<file path="src/rtl/seq_mult_unsigned_pkg.sv">
// seq_mult_unsigned_pkg: package mult_pkg with shared FSM state encoding and default operand width
package mult_pkg;
  typedef enum logic [1:0] {
    IDLE = 2'd0,
    BUSY = 2'd1,
    DONE = 2'd2
  } state_t;
  localparam int DEF_WIDTH = 8;
endpackage

</file>
<file path="src/rtl/seq_mult_unsigned_if.sv">
// seq_mult_unsigned_if: operand/product handshake bundle; master = producer+consumer side (in_valid, a, b, out_ready), slave = multiplier (in_ready, out_valid, p, busy)
interface seq_mult_unsigned_if #(parameter int WIDTH = mult_pkg::DEF_WIDTH);
  logic in_valid, in_ready, out_valid, out_ready, busy;
  logic [WIDTH-1:0] a, b;
  logic [2*WIDTH-1:0] p;
  modport master(output in_valid, a, b, out_ready, input in_ready, out_valid, p, busy);
  modport slave(input in_valid, a, b, out_ready, output in_ready, out_valid, p, busy);
endinterface

</file>
<file path="src/rtl/seq_mult_unsigned_rca_nbit.sv">
// rca_nbit: N-bit ripple-carry adder (x, y -> s, carry-out dropped) built from half/full adder cells
module half_adder (
  input  logic x,
  input  logic y,
  output logic s,
  output logic co
);
  assign s = x ^ y;
  assign co = x & y;
endmodule

module full_adder (
  input  logic x,
  input  logic y,
  input  logic ci,
  output logic s,
  output logic co
);
  assign s = x ^ y ^ ci;
  assign co = (x & y) | (ci & (x ^ y));
endmodule

module rca_nbit #(parameter int N = 2 * mult_pkg::DEF_WIDTH) (
  input  logic [N-1:0] x,
  input  logic [N-1:0] y,
  output logic [N-1:0] s
);
  logic [N-2:0] c;
  for (genvar i = 0; i < N; i++) begin : g_bit
    if (i == 0) begin : g_ha
      half_adder u_ha (.x(x[0]), .y(y[0]), .s(s[0]), .co(c[0]));
    end else if (i == N - 1) begin : g_msb
      // the caller guarantees no overflow, so the top carry is never built
      assign s[i] = x[i] ^ y[i] ^ c[i-1];
    end else begin : g_fa
      full_adder u_fa (.x(x[i]), .y(y[i]), .ci(c[i-1]), .s(s[i]), .co(c[i]));
    end
  end
endmodule

</file>
<file path="src/rtl/seq_mult_unsigned.sv">
// seq_mult_unsigned: iterative shift-add WIDTHxWIDTH unsigned multiplier; ports clk, rst_n (sync active-low), s (slave handshake bundle); SEQ_MULT_EARLY_TERM_EN ends once the remaining multiplier bits are zero
module seq_mult_unsigned
  import mult_pkg::*;
#(
  parameter int WIDTH = DEF_WIDTH
) (
  input logic clk,
  input logic rst_n,
  seq_mult_unsigned_if.slave s
);
  localparam int CNT_W = $clog2(WIDTH);
  state_t state;
  logic [2*WIDTH-1:0] acc, mcand, sum, acc_nxt;
  logic [WIDTH-1:0] mplier;
  logic [CNT_W-1:0] cnt;
  logic last;
  rca_nbit #(.N(2 * WIDTH)) u_add (.x(acc), .y(mcand), .s(sum));
  assign acc_nxt = mplier[0] ? sum : acc;
`ifdef SEQ_MULT_EARLY_TERM_EN
  assign last = (cnt == CNT_W'(WIDTH - 1)) || (mplier[WIDTH-1:1] == '0);
`else
  assign last = cnt == CNT_W'(WIDTH - 1);
`endif
  always_ff @(posedge clk) begin
    if (!rst_n) begin
      state <= IDLE;
      s.in_ready <= 1'b1;
      s.out_valid <= 1'b0;
      s.busy <= 1'b0;
      s.p <= '0;
      acc <= '0;
      mcand <= '0;
      mplier <= '0;
      cnt <= '0;
    end else begin
      case (state)
        IDLE: if (s.in_valid) begin
          state <= BUSY;
          s.in_ready <= 1'b0;
          s.busy <= 1'b1;
          acc <= '0;
          mcand <= {{WIDTH{1'b0}}, s.a};
          mplier <= s.b;
          cnt <= '0;
        end
        BUSY: begin
          acc <= acc_nxt;
          mcand <= mcand << 1;
          mplier <= mplier >> 1;
          cnt <= cnt + 1'b1;
          if (last) begin
            state <= DONE;
            s.out_valid <= 1'b1;
            s.p <= acc_nxt;
          end
        end
        DONE: if (s.out_ready) begin
          state <= IDLE;
          s.out_valid <= 1'b0;
          s.in_ready <= 1'b1;
          s.busy <= 1'b0;
        end
        default: begin
          state <= IDLE;
          s.out_valid <= 1'b0;
          s.in_ready <= 1'b1;
          s.busy <= 1'b0;
        end
      endcase
    end
  end
endmodule

</file>
<file path="src/flat_wrapper.sv">
// flat-port wrapper written by rule: the top's interface ports become plain ports
module seq_mult_unsigned_flat import mult_pkg::*;
#(
  parameter int WIDTH = DEF_WIDTH
)
  (clk, rst_n, s_in_valid, s_a, s_b, s_out_ready, s_in_ready, s_out_valid, s_p, s_busy);
  seq_mult_unsigned_if #(.WIDTH(WIDTH)) s_i ();
  input logic clk;
  input logic rst_n;
  input wire logic [$bits(s_i.in_valid)-1:0] s_in_valid;
  input wire logic [$bits(s_i.a)-1:0] s_a;
  input wire logic [$bits(s_i.b)-1:0] s_b;
  input wire logic [$bits(s_i.out_ready)-1:0] s_out_ready;
  output wire logic [$bits(s_i.in_ready)-1:0] s_in_ready;
  output wire logic [$bits(s_i.out_valid)-1:0] s_out_valid;
  output wire logic [$bits(s_i.p)-1:0] s_p;
  output wire logic [$bits(s_i.busy)-1:0] s_busy;
  assign s_i.in_valid = s_in_valid;
  assign s_i.a = s_a;
  assign s_i.b = s_b;
  assign s_i.out_ready = s_out_ready;
  assign s_in_ready = s_i.in_ready;
  assign s_out_valid = s_i.out_valid;
  assign s_p = s_i.p;
  assign s_busy = s_i.busy;
  seq_mult_unsigned #(.WIDTH(WIDTH)) u_core (.clk(clk), .rst_n(rst_n), .s(s_i));
endmodule
</file>
<file path="config.mk">
export PLATFORM = sky130hd
export DESIGN_NAME = seq_mult_unsigned_flat
export DESIGN_NICKNAME = d
export VERILOG_FILES = /design/src/rtl/seq_mult_unsigned_pkg.sv /design/src/rtl/seq_mult_unsigned_if.sv /design/src/rtl/seq_mult_unsigned_rca_nbit.sv /design/src/rtl/seq_mult_unsigned.sv /design/src/flat_wrapper.sv
export SDC_FILE = /design/constraint.sdc
export NUM_CORES = 1
export LEC_CHECK = 0
export CORE_MARGIN = 10
export CORE_UTILIZATION = 60
export DETAILED_ROUTE_END_ITERATION = 10
export PLACE_DENSITY_LB_ADDON = 0.08
export SLEW_MARGIN = 10
export SYNTH_ARGS = -nofsm -noshare
export SYNTH_HDL_FRONTEND = slang
export SYNTH_SLANG_ARGS = --single-unit
export TNS_END_PERCENT = 20
</file>
<file path="constraint.sdc">
create_clock -name clk -period 9.83 [get_ports clk]
set_input_delay 1.966 -clock clk [delete_from_list [all_inputs] [get_ports clk]]
set_output_delay 1.966 -clock clk [all_outputs]
set_load 0.05 [all_outputs]
</file>
==> metrics.sh <==
STATUS='finished clean'
GLOBAL_ROUTE.USAGE.TOTAL=0.163
WORSTSETUPSTARTPOINTTYPE='flip-flop'
POST_ROUTE_SETUP_TNS_NS=0
AVGSYNTHCELLAREA_UM2=9.92
TIGHTEST_SLEW_NS=1.07
CRIT_PATH_CELL_TRACE='ha_1 -> inv_1 -> fa_1 -> fa_1 -> inv_1 -> fa_1 -> inv_1 -> fa_1 -> fa_1 -> fa_1 -> fa_1 -> fa_1 -> fa_1 -> fa_1 -> inv_1 -> fa_1 -> fa_1 -> inv_1 -> fa_1 -> inv_1 -> fa_1 -> mux2i_1 -> nand2_1 -> o211a_1'
HIGHEST-SIGNAL-LAYER='met4'
HOLD_PATH_STARTPOINT='u_core.s.p[10]'
DP_WORST_SETUP_SLACK_NS=3.73
POWER_LEAKAGE_nW=1.41
ROUTE.VIAS.TOTAL=2470
SETUP_VIOL_COUNT_FINAL=0
REGTOREGSTARTPOINT='u_core.acc[0]'
WORST_PATH_MOST_REPEATED_CELL='fa_1'
VIASPERCELL=5.55
FINAL.MIN_CLOCK_PERIOD_NS=6.07
SYNTH.FF_LATCH_COUNT=64
CELL_TYPE_WITH_THE_HIGHEST_AGGREGATE_AREA_IN_THE_NETLIST='dfxtp_1'
AREAGROWTHSYNTHTOFINISH_PCT=14.0
CLK_BUF_DEPTH=2
SYNTHMOSTINSTANTIATEDCELL='dfxtp_1'
GLOBALROUTEOVERFLOWTOTAL=0
POWERDENSITY_nW_PER_UM2=142
DRT_FIRST_PASS_ITERS=4
POSTLAYOUTSETUPSLACKWORST_NS=3.76
NUMPLACEDINSTANCES=430
POSTSYNTH.ASYNCRESETSHARE=0
CTS.CLK_SLEW.WORST_PATHS_NS=0.07
SYNTH_SEQ_AREA_SHARE=0.373
FINALHOLDVIOLCOUNT=0
AMOUNT_OF_WIRE_ON_MET2_AFTER_DETAILED_ROUTING_UM=3360
CRIT_PATH_END_KIND='flip-flop'
TIMING.CRITICAL_PATH.SLOWEST_CELL_DELAY_NS=0.43
YOSYS-TOP-CELLS-AREA='dfxtp_1, fa_1, a21boi_2'
ARRIVAL_NS=6.30
SYNTHESIZED_NET_COUNT=383
POST_CTS_BUFFERS=0
PROPORTION_OF_LAYOUT_CELLS_WITH_A_DRIVE_SUFFIX_ABOVE_1=0.172
POST_CTS_HOLD_BUFFER_COUNT=0
CLOCK_LATENCY_ON_THE_WORST_SKEW_PAIR_NS=0.34
ANTENNA_FOUND_INITIAL=0
VIAS_IN_THE_FIRST_GLOBAL_ROUTE=2456
RSZ0062_AT_GRT='no'
CRITICAL_PATH_REQUIRED_NS=10.06
DRT_FIRST_ITER_VIOLATIONS=110
IR_DROP_V=0.000109
ANTENNA_CELLS_INSERTED=0
CLK_ROOT_BUFFER_CELL='clkbuf_8'
CTS-RESIZED-GATES=0
CRIT_PATH_TOP_DELAY_CELL='fa_1'
WORST_SETUP_PATH_STARTPOINT='u_core.acc[0]'
GRT_START_MAX_NET_PINS=65
COUNT_OF_NETS_LEFT_WITH_ANTENNA_VIOLATIONS_AFTER_DETAIL_ROUTING=0
BOUNDARYPINS=39
FP.DIEAREA_UM2=9150
TRITONCTS='yes'
HOLD_PATH.CLASS='flip-flop to flip-flop'
MET3ROUTEDLENGTH_UM=317
TIMING.CRITICAL_PATH.FANOUT_MAX=3
POST_SYNTH_INST_COUNT=346
DIE_HEIGHT_UM=95.6
FINAL-INSTANCE-COUNT-EXCL-FILL=445
MAX-SLEW-MARGIN-REL=0.286
NETLIST-CELL-TYPE-COUNT=43
ROUTED_WIRE_LENGTH_PER_INSTANCE_UM=15.9
UTILIZATION=0.706
CORE_REGION_AREA_UM2=5540
NET_COUNT_OF_THE_FINISHED_LAYOUT=406
YOSYS_WARNINGS=0
SYNTH_TOP_CELL_AREA_SHARE=0.373
GRT_FIRST_PASS_WIRELENGTH_UM=11800
CTS-HTREE-LEVELS=3
NETLIST_AREA_UM2=3430
INITIAL_CORE_UTIL=0.619
TIMING.SETUP.CRITICAL_PATH_CLASS='flip-flop to flip-flop'
CORE.ROWCOUNT=27
SYNTH_ENABLE_FLOP_CELLS=0
NUMBER_OF_FILLER_INSTANCES_IN_THE_FINAL_LAYOUT=440
FIN_WORST_SKEW_NS=0.00332
MAX_FREQ_MHz=165
COUNT_OF_BUFFERS_FROM_PORT_BUFFERING=38
DRCVIOLATIONCOUNT=0
FLOORPLAN.DIE.WIDTH_UM=95.6
DRV.MAX_CAP_VIOLATION_COUNT=0
SYNTH_TOP_CELLS_BY_COUNT='dfxtp_1, nand2_1, inv_1, nor2b_1, a21boi_2'
FINAL_GP_CONGESTION=0.797
TRITONCTS.NUM_BUFFERS=9
WL_MET1_UM=3240
CTS_NUM_SINKS=64
POST-ROUTE-PERIOD-UTIL=0.617
YS.FLOP_TYPE='dfxtp_1'
TIMING.FINAL.MAX_SLEW_VIOLATIONS=0
HPWLAFTERDP_UM=4460
POSTROUTEWIRELENGTH_UM=7070
-- metal layers --
| layer | GRT usage | up-vias |
|---|---|---|
| li1 | - | 1234 |
| met1 | 0.202 | 1175 |
| met2 | 0.254 | 47 |
| met3 | 0.0479 | 14 |
| met4 | 0.0774 | 0 |
| met5 | 0 | - |
-- through the flow --
step	total power, mW	cell area (um^2)	hold slack (ns)
6_report	0.556	3910	0.457
2_1_floorplan	0.327	3430	0.459
3_3_place_gp	0.341	3720	0.445
3_5_place_dp	0.342	3720	0.449
4_1_cts	0.559	3910	0.458
5_1_grt	0.579	3910	0.474
-- layout by cell type (no fill, tap or decap), types with 10 or more instances in the layout --
cell,Yosys,layout
dfxtp_1,64,64
clkdlybuf4s50_1,0,38
nand2_1,33,33
inv_1,27,27
nor2b_1,24,24
a21boi_2,19,19
a22oi_1,17,17
nor2_1,15,15
a21oi_1,14,14
fa_1,14,14
nand2b_1,11,11
o21ai_2,10,10
clkbuf_8,0,10
-- where the power goes --
group / internal, mW / total [mW] / leakage (nW) / switching, mW
clock network: 0.122 / 0.219 / 0.0925 / 0.0971
logic: 0.0288 / 0.0646 / 0.795 / 0.0358
registers: 0.267 / 0.272 / 0.521 / 0.00464
total: 0.418 / 0.556 / 1.41 / 0.138
-- flip-flops by register name, indices dropped and copies added (netlist names) --
| register | cells |
|---|---|
| u_core.acc | 16 |
| u_core.mcand | 16 |
| u_core.s.p | 16 |
| u_core.mplier | 8 |
| u_core.cnt | 3 |
| u_core.state | 2 |
| u_core.s.busy | 1 |
| u_core.s.in_ready | 1 |
| u_core.s.out_valid | 1 |
-- cells by family (layout without fill, tap and decap cells) --
kind of cell,Yosys count,count (layout),synth area share
compound gates,109,109,0.283
buf+inv,57,84,0.0900
fa+ha+maj,17,17,0.0926
xor+xnor,1,1,0.00255
flops,64,64,0.373
mux,6,6,0.0211
simple gates,92,92,0.137
-- area by class of cell --
cell class | instances | area, um^2 | area share
well taps | 72 | 90.1 | 0.0230
repair buffers | 42 | 410 | 0.105
flip-flops and latches | 64 | 1280 | 0.327
multi-input cells | 225 | 1840 | 0.471
clock inverters | 3 | 42.5 | 0.0109
inverters | 27 | 101 | 0.0259
clock buffers | 12 | 145 | 0.0371
-- final timing paths --
| check | cells after the start | endpoint | slack, ns |
|---|---|---|---|
| max | 24 | u_core.s.p[14] | 3.76 |
| min | 2 | u_core.s.p[10] | 0.46 |
| max reg2reg | 24 | u_core.s.p[14] | 3.76 |
| min reg2reg | 2 | u_core.s.p[10] | 0.46 |
-- worst max-delay path: cells and delay by family, from the launching register on --
kind	cells	cell delay [ns]
buffers and inverters	6	0.37
and+or+nand+nor	1	0.08
adders and majority gates	15	4.82
AOI/OAI and AO/OA	1	0.17
muxes	1	0.16
DFF	1	0.36
No activity file was read; power rests on OpenSTA's default activity.
